==> config.mk <==
export PLATFORM = sky130hd
export DESIGN_NAME = tracebuf_trig_flat
export DESIGN_NICKNAME = d
export VERILOG_FILES = /design/src/rtl/tracebuf_trig_pkg.sv /design/src/rtl/tracebuf_trig_if.sv /design/src/rtl/tracebuf_trig_ram.sv /design/src/rtl/tracebuf_trig.sv /design/src/flat_wrapper.sv
export SDC_FILE = /design/constraint.sdc
export NUM_CORES = 1
export LEC_CHECK = 0
export ABC_CLOCK_PERIOD_IN_PS = 6900
export BUFFER_PORTS_ARGS = -buffer_cell sky130_fd_sc_hd__clkbuf_2
export CAP_MARGIN = 20
export CORE_AREA = 8 8 181 183
export CTS_CLUSTER_SIZE = 14
export DETAILED_ROUTE_END_ITERATION = 10
export DIE_AREA = 0 0 189 191
export SYNTH_ARGS = -nofsm -noshare
export SYNTH_HDL_FRONTEND = slang
export SYNTH_SLANG_ARGS = --single-unit
==> constraint.sdc <==
create_clock -name clk -period 6.9 [get_ports clk]
set_input_delay 1.035 -clock clk [delete_from_list [all_inputs] [get_ports clk]]
set_output_delay 1.035 -clock clk [all_outputs]
set_load 0.02 [all_outputs]
==> src/rtl/tracebuf_trig_pkg.sv <==
`default_nettype none
// ============================================================================
// Module   : tracebuf_trig_pkg
// Brief    : Shared state encodings and entry-width helper for the triggered
//            trace buffer. Optional macro: TRACEBUF_TIMESTAMP_EN.
// Revision : 1.0 - initial release
// ============================================================================
package tracebuf_trig_pkg;

    localparam logic [1:0] TB_IDLE  = 2'd0;
    localparam logic [1:0] TB_ARMED = 2'd1;
    localparam logic [1:0] TB_TRIG  = 2'd2;
    localparam logic [1:0] TB_DONE  = 2'd3;

`ifdef TRACEBUF_TIMESTAMP_EN
    localparam bit TS_EN = 1'b1;
`else
    localparam bit TS_EN = 1'b0;
`endif

    // Stored entry width: the timestamp rides above the data when enabled.
    function automatic int entry_width(input int bw, input int tsw);
        return TS_EN ? (bw + tsw) : bw;
    endfunction

endpackage
`default_nettype wire

==> src/rtl/tracebuf_trig_if.sv <==
`default_nettype none
// ============================================================================
// Module   : tracebuf_trig_if
// Brief    : Control, record and dequeue signals of the triggered trace buffer.
// Revision : 1.0 - initial release
// ============================================================================
interface tracebuf_trig_if
    import tracebuf_trig_pkg::*;
#(
    parameter int BITWIDTH = 8,
    parameter int BITDEPTH = 4,
    parameter int OVFWIDTH = 8,
    parameter int TSWIDTH  = 8
);
    localparam int ENTRYW = entry_width(BITWIDTH, TSWIDTH);

    logic [BITWIDTH-1:0] wport_i;
    logic                wenq_i;
    logic                trig_i;
    logic                arm_i;
    logic                clear_i;
    logic                stopfull_i;
    logic [BITDEPTH:0]   posttrig_i;
    logic                rdeq_i;
    logic [ENTRYW-1:0]   rport_o;
    logic [1:0]          state_o;
    logic                full_o;
    logic                empty_o;
    logic [BITDEPTH:0]   count_o;
    logic [BITDEPTH:0]   pretrig_o;
    logic [OVFWIDTH-1:0] ovf_o;

    modport master (
        output wport_i, wenq_i, trig_i, arm_i, clear_i, stopfull_i, posttrig_i, rdeq_i,
        input  rport_o, state_o, full_o, empty_o, count_o, pretrig_o, ovf_o
    );

    modport slave (
        input  wport_i, wenq_i, trig_i, arm_i, clear_i, stopfull_i, posttrig_i, rdeq_i,
        output rport_o, state_o, full_o, empty_o, count_o, pretrig_o, ovf_o
    );

endinterface
`default_nettype wire

==> src/rtl/tracebuf_trig_ram.sv <==
`default_nettype none
// ============================================================================
// Module   : tracebuf_trig_ram
// Brief    : 1W1R inferred memory with a combinational read port.
// Revision : 1.0 - initial release
// ============================================================================
module tracebuf_trig_ram #(
    parameter int AW = 4,
    parameter int DW = 8
) (
    input  wire logic          clk,
    input  wire logic          i_we,
    input  wire logic [AW-1:0] i_waddr,
    input  wire logic [DW-1:0] i_wdata,
    input  wire logic [AW-1:0] i_raddr,
    output logic      [DW-1:0] o_rdata
);

    logic [DW-1:0] r_mem [2**AW];

    always_ff @(posedge clk) begin
        if (i_we) begin
            r_mem[i_waddr] <= i_wdata;
        end
    end

    assign o_rdata = r_mem[i_raddr];

endmodule
`default_nettype wire

==> src/rtl/tracebuf_trig.sv <==
`default_nettype none
// ============================================================================
// Module   : tracebuf_trig
// Brief    : Triggered ring trace buffer; freezes a programmable number of
//            entries after a trigger. Optional macro: TRACEBUF_TIMESTAMP_EN.
// Revision : 1.0 - initial release
// ============================================================================
module tracebuf_trig
    import tracebuf_trig_pkg::*;
#(
    parameter int BITWIDTH = 8,
    parameter int BITDEPTH = 4,
    parameter int OVFWIDTH = 8,
    parameter int TSWIDTH  = 8
) (
    input  wire logic      clk,
    input  wire logic      reset,
    tracebuf_trig_if.slave bus
);

    localparam int              ENTRYW  = entry_width(BITWIDTH, TSWIDTH);
    localparam int              CW      = BITDEPTH + 1;
    localparam logic [CW-1:0]   c_DEPTH = {1'b1, {BITDEPTH{1'b0}}};
    localparam logic [CW-1:0]   c_ONE   = {{(CW-1){1'b0}}, 1'b1};

    logic [1:0]          r_state;
    logic [1:0]          w_state_nxt;
    logic [BITDEPTH-1:0] r_wptr;
    logic [BITDEPTH-1:0] r_rptr;
    logic [CW-1:0]       r_count;
    logic [CW-1:0]       r_pretrig;
    logic [CW-1:0]       r_postcnt;
    logic [CW-1:0]       w_pretrig_base;
    logic [OVFWIDTH-1:0] r_ovf;
    logic                r_need_entry;
    logic                w_recording;
    logic                w_ctl;
    logic                w_full;
    logic                w_deq;
    logic                w_wr;
    logic                w_lost;
    logic                w_overwrite;
    logic                w_store;
    logic                w_trig_ev;
    logic [ENTRYW-1:0]   w_entry;
    logic [ENTRYW-1:0]   w_rdata;

    assign w_ctl          = bus.clear_i | bus.arm_i;
    assign w_full         = (r_count == c_DEPTH);
    assign w_deq          = bus.rdeq_i & (r_count != '0) & ~w_ctl;
    assign w_wr           = bus.wenq_i & w_recording & ~w_ctl;
    // A write into a full buffer loses an entry unless a dequeue frees the slot.
    assign w_lost         = w_wr & w_full & ~w_deq;
    assign w_overwrite    = w_lost & ~bus.stopfull_i;
    assign w_store        = w_wr & ~(w_lost & bus.stopfull_i);
    assign w_trig_ev      = (r_state == TB_ARMED) & bus.trig_i & ~w_ctl;
    assign w_pretrig_base = w_trig_ev ? r_count : r_pretrig;

`ifdef TRACEBUF_TIMESTAMP_EN
    logic [TSWIDTH-1:0] r_ts;

    always_ff @(posedge clk or posedge reset) begin
        if (reset) begin
            r_ts <= '0;
        end else if (bus.arm_i & ~bus.clear_i) begin
            r_ts <= '0;
        end else if (r_ts != '1) begin
            r_ts <= r_ts + 1'b1;
        end
    end

    assign w_entry = {r_ts, bus.wport_i};
`else
    assign w_entry = bus.wport_i;
`endif

    tracebuf_trig_ram #(
        .AW (BITDEPTH),
        .DW (ENTRYW)
    ) u_ram (
        .clk     (clk),
        .i_we    (w_store),
        .i_waddr (r_wptr),
        .i_wdata (w_entry),
        .i_raddr (r_rptr),
        .o_rdata (w_rdata)
    );

    always_ff @(posedge clk or posedge reset) begin
        if (reset) begin
            r_state <= TB_IDLE;
        end else begin
            r_state <= w_state_nxt;
        end
    end

    // Without a write in the trigger cycle, the next write is the trigger entry
    // and does not consume the post-trigger budget.
    always_comb begin
        w_state_nxt = r_state;
        if (bus.clear_i) begin
            w_state_nxt = TB_IDLE;
        end else if (bus.arm_i) begin
            w_state_nxt = TB_ARMED;
        end else begin
            case (r_state)
                TB_ARMED: begin
                    if (bus.trig_i) begin
                        w_state_nxt = ((bus.posttrig_i == '0) && bus.wenq_i) ? TB_DONE : TB_TRIG;
                    end
                end
                TB_TRIG: begin
                    if (w_wr && (r_need_entry ? (r_postcnt == '0) : (r_postcnt <= c_ONE))) begin
                        w_state_nxt = TB_DONE;
                    end
                end
                default: begin
                    w_state_nxt = r_state;
                end
            endcase
        end
    end

    always_comb begin
        w_recording   = (r_state == TB_ARMED) || (r_state == TB_TRIG);
        bus.state_o   = r_state;
        bus.full_o    = w_full;
        bus.empty_o   = (r_count == '0);
        bus.count_o   = r_count;
        bus.pretrig_o = r_pretrig;
        bus.ovf_o     = r_ovf;
        bus.rport_o   = w_rdata;
    end

    always_ff @(posedge clk or posedge reset) begin
        if (reset) begin
            r_wptr       <= '0;
            r_rptr       <= '0;
            r_count      <= '0;
            r_pretrig    <= '0;
            r_postcnt    <= '0;
            r_ovf        <= '0;
            r_need_entry <= 1'b0;
        end else if (w_ctl) begin
            r_wptr       <= '0;
            r_rptr       <= '0;
            r_count      <= '0;
            r_pretrig    <= '0;
            r_postcnt    <= '0;
            r_ovf        <= '0;
            r_need_entry <= 1'b0;
        end else begin
            if (w_store) begin
                r_wptr <= r_wptr + 1'b1;
            end
            if (w_deq || w_overwrite) begin
                r_rptr <= r_rptr + 1'b1;
            end
            if (w_store && !w_deq && !w_full) begin
                r_count <= r_count + 1'b1;
            end else if (w_deq && !w_wr) begin
                r_count <= r_count - 1'b1;
            end
            if (w_lost && (r_ovf != '1)) begin
                r_ovf <= r_ovf + 1'b1;
            end
            // Losing the oldest entry shrinks the pre-trigger history, floor 0.
            if ((w_deq || w_overwrite) && (w_pretrig_base != '0)) begin
                r_pretrig <= w_pretrig_base - 1'b1;
            end else begin
                r_pretrig <= w_pretrig_base;
            end
            if (w_trig_ev) begin
                r_postcnt    <= bus.posttrig_i;
                r_need_entry <= ~bus.wenq_i;
            end else if ((r_state == TB_TRIG) && w_wr) begin
                if (r_need_entry) begin
                    r_need_entry <= 1'b0;
                end else if (r_postcnt != '0) begin
                    r_postcnt <= r_postcnt - 1'b1;
                end
            end
        end
    end

endmodule
`default_nettype wire

==> src/flat_wrapper.sv <==
// flat-port wrapper written by rule: the top's interface ports become plain ports
module tracebuf_trig_flat import tracebuf_trig_pkg::*;
#(
    parameter int BITWIDTH = 8,
    parameter int BITDEPTH = 4,
    parameter int OVFWIDTH = 8,
    parameter int TSWIDTH  = 8
)
  (clk, reset, bus_wport_i, bus_wenq_i, bus_trig_i, bus_arm_i, bus_clear_i, bus_stopfull_i, bus_posttrig_i, bus_rdeq_i, bus_rport_o, bus_state_o, bus_full_o, bus_empty_o, bus_count_o, bus_pretrig_o, bus_ovf_o);
  tracebuf_trig_if #(.BITWIDTH(BITWIDTH), .BITDEPTH(BITDEPTH), .OVFWIDTH(OVFWIDTH), .TSWIDTH(TSWIDTH)) bus_i ();
  input  wire logic clk;
  input  wire logic reset;
  input wire logic [$bits(bus_i.wport_i)-1:0] bus_wport_i;
  input wire logic [$bits(bus_i.wenq_i)-1:0] bus_wenq_i;
  input wire logic [$bits(bus_i.trig_i)-1:0] bus_trig_i;
  input wire logic [$bits(bus_i.arm_i)-1:0] bus_arm_i;
  input wire logic [$bits(bus_i.clear_i)-1:0] bus_clear_i;
  input wire logic [$bits(bus_i.stopfull_i)-1:0] bus_stopfull_i;
  input wire logic [$bits(bus_i.posttrig_i)-1:0] bus_posttrig_i;
  input wire logic [$bits(bus_i.rdeq_i)-1:0] bus_rdeq_i;
  output wire logic [$bits(bus_i.rport_o)-1:0] bus_rport_o;
  output wire logic [$bits(bus_i.state_o)-1:0] bus_state_o;
  output wire logic [$bits(bus_i.full_o)-1:0] bus_full_o;
  output wire logic [$bits(bus_i.empty_o)-1:0] bus_empty_o;
  output wire logic [$bits(bus_i.count_o)-1:0] bus_count_o;
  output wire logic [$bits(bus_i.pretrig_o)-1:0] bus_pretrig_o;
  output wire logic [$bits(bus_i.ovf_o)-1:0] bus_ovf_o;
  assign bus_i.wport_i = bus_wport_i;
  assign bus_i.wenq_i = bus_wenq_i;
  assign bus_i.trig_i = bus_trig_i;
  assign bus_i.arm_i = bus_arm_i;
  assign bus_i.clear_i = bus_clear_i;
  assign bus_i.stopfull_i = bus_stopfull_i;
  assign bus_i.posttrig_i = bus_posttrig_i;
  assign bus_i.rdeq_i = bus_rdeq_i;
  assign bus_rport_o = bus_i.rport_o;
  assign bus_state_o = bus_i.state_o;
  assign bus_full_o = bus_i.full_o;
  assign bus_empty_o = bus_i.empty_o;
  assign bus_count_o = bus_i.count_o;
  assign bus_pretrig_o = bus_i.pretrig_o;
  assign bus_ovf_o = bus_i.ovf_o;
  tracebuf_trig #(.BITWIDTH(BITWIDTH), .BITDEPTH(BITDEPTH), .OVFWIDTH(OVFWIDTH), .TSWIDTH(TSWIDTH)) u_core (.clk(clk), .reset(reset), .bus(bus_i));
endmodule
==> out/metrics.cfg <==
[floorplan]
rows=64
die_w_um=189
start_util=0.2443
io_pins=51
die_h_um=191
coreArea_mm2=0.03003
die_area_mm2=0.03610

[cells_and_area]
fin_util=0.2878
finalNetCount=547
mostFrequentLayoutCells=128 x edfxtp_1, 50 x clkbuf_2, 40 x mux4_2
area_growth_pct=17.81
num_antenna_cells=0
drive_gt1_frac=0.2956
layout_commonest_cell=edfxtp_1
fillCellCount=2982

[synth]
syn_area_per_cell_um2=15.98
synthesis.nets=498
syn_inst=459
synth.distinct_cells=59
synth_seq_cells=162
synth-edff-count=128
yosysWarnings=0
synthFlopType=edfxtp_1
syn_area_mm2=0.007336
ys_seq_area_frac=0.6399
async_flop_share=0.2099

[power_and_ir_drop]
p_comb_frac=0.071
peakVddDrop_mv=0.1364
pwr-share-seq=0.485
p_int_mw=1.648
clkPwrFrac=0.443
switching_share=0.2588
power.density_mw_per_mm2=257.3
leakagePower_nw=2.920
p_switching_uw=575.5

[worst_setup_path]
critical_path_arrival_ns=2.64
worstSetupEndpointType=output port
required_ns=5.86
crit_path_max_fanout=36
setup.worst_path.start_class=flop
path_class=reg -> out

[clock_tree]
clock_latency_ns=0.43
clock-sinks=162
ctsResizeCount=0
path_clk_slew_ns=0.07
cts_made_buffers=17
cts_tree=built
cts_setup_buffers=0
cts_root_buf=clkbuf_16
cts_buffer_depth=2
cts_hold_buffers=0
cts.htree.levels=4

[detailed_routing]
ant_nets=0
wl_mm=16.51
vias=4211
vias_per_cell=4.592
first_iter_violations=299
drc=0
firstDrtPassIters=5
avgRoutedWirePerCell_um=18.01

[global_route]
grt_pass1_wl_mm=26.05
grt_pass1_vias=4306
track_usage=0.09440
grt_overflow=0
grt_max_degree=37
antenna_found_initial=0

[sta]
hold_viol=0
relSlewSlack=0.3588
period_share=0.5320
setup_violations=0
post-route-worst-setup-slack_ns=3.229
clock_skew_ns=0.01862
fmax_mhz=272.4
rsz0062_at_grt=no
worst_slew_pin_slew_ns=0.9538
finalCriticalPeriod_ns=3.671
final-max-slew-violation-count=0
setup_tns_ns=0

[place]
io_buffers=50
dp_hpwl_mm=11.41
preCtsSetupSlack_ns=3.275
gp_congestion=0.7779

[flow_run]
maxCapViolations=0

[min_path]
hold_class=reg -> reg

[outcome]
outcome=complete, no violations

## worst paths after layout
kind                                             from                    end  slack, ns  depth (start not counted)
max in group asynchronous                       reset       u_core.r_rptr[0]       5.83                          3
worst min-delay path              u_core.bus.ovf_o[7]    u_core.bus.ovf_o[7]       0.52                          1
min in group asynchronous                       reset       u_core.r_wptr[2]       0.72                          3
worst max register to register  u_core.bus.count_o[0]  u_core.bus.count_o[4]       3.52                          8
worst max-delay path                 u_core.r_rptr[0]         bus_rport_o[3]       3.23                          4
worst min register to register    u_core.bus.ovf_o[7]    u_core.bus.ovf_o[7]       0.52                          1
## synth_stat cells (all sizes together), types with 3 or more instances
cell	number	area, µm²
a21oi	18	90.09
and2	12	76.33
buf	11	75.07
clkbuf	13	48.80
dfrtp	34	850.8
edfxtp	128	3844
ha	17	212.7
inv	18	67.56
mux2	7	78.83
mux2i	16	163.9
mux4	40	900.9
nand2	18	67.56
nand2b	5	31.28
nand3	14	70.07
nor2	15	56.30
nor3	8	40.04
nor3b	3	27.52
nor4	12	90.09
nor4b	3	26.28
o211ai	3	27.52
o21ai	13	65.06
o31ai	5	37.54
or2	3	18.77
or3	3	18.77
or4	4	33.78
xor2	4	35.03
## worst max-delay path: stages (launching register included)
cell	delay, ns
dfrtp_2	0.34
buf_4	0.54
mux4_2	0.65
mux4_2	0.49
clkbuf_2	0.17
## power by group through the flow
stage	registers, mW	clock network [mW]	logic, mW
after global placement	1.10	0	0.159
after detailed placement	1.10	0	0.160
after floorplan	1.10	0	0.101
after CTS	1.08	1.00	0.160
after global routing	1.08	1.04	0.175
final	1.08	0.986	0.159
## logic make-up after synthesis
logic type,synth area share
DFF,0.6399
and+or+nand+nor,0.09296
muxes,0.1559
AOI/OAI and AO/OA,0.04622
buffers and inverters,0.02610
adders and majority gates,0.03172
xor gates and xnor gates,0.007164
## cell type report
class                           count  area (µm²)  area share
Sequential cell                   162        4696      0.5434
Tap cell                          396       495.5     0.05733
Multi-Input combinational cell    255        2475      0.2864
Clock inverter                     15       202.7     0.02345
Inverter                           18       67.56    0.007818
Clock buffer                       17       425.4     0.04923
Timing Repair Buffer               54       280.3     0.03243
## layer usage
metal | GRT usage | vias up | part of all wire
met2 | 0.1375 | 118 | 0.44
met5 | 0 | - | 0
li1 | - | 1909 | -
met1 | 0.1371 | 2169 | 0.50
met4 | 0.03217 | 0 | 0.012
met3 | 0.01952 | 15 | 0.048
## state kept, by name, indices dropped and copies added, names as in the netlist
| signal | count |
|---|---|
| u_core.u_ram.r_mem | 128 |
| u_core.bus.ovf_o | 8 |
| u_core.bus.count_o | 5 |
| u_core.bus.pretrig_o | 5 |
| u_core.r_postcnt | 5 |
| u_core.r_rptr | 4 |
| u_core.r_wptr | 4 |
| u_core.bus.state_o | 2 |
| u_core.r_need_entry | 1 |
## through the flow
step	cell area, µm²	hold slack [ns]	std cells	total power [mW]
after floorplan	7336	0.5289	459	1.202
after global placement	8014	0.5062	885	1.259
after detailed placement	8014	0.5104	885	1.260
after CTS	8642	0.5219	917	2.242
after global routing	8642	0.5339	917	2.298
final	8642	0.5223	917	2.224
Power figures use the tool's default switching activity.
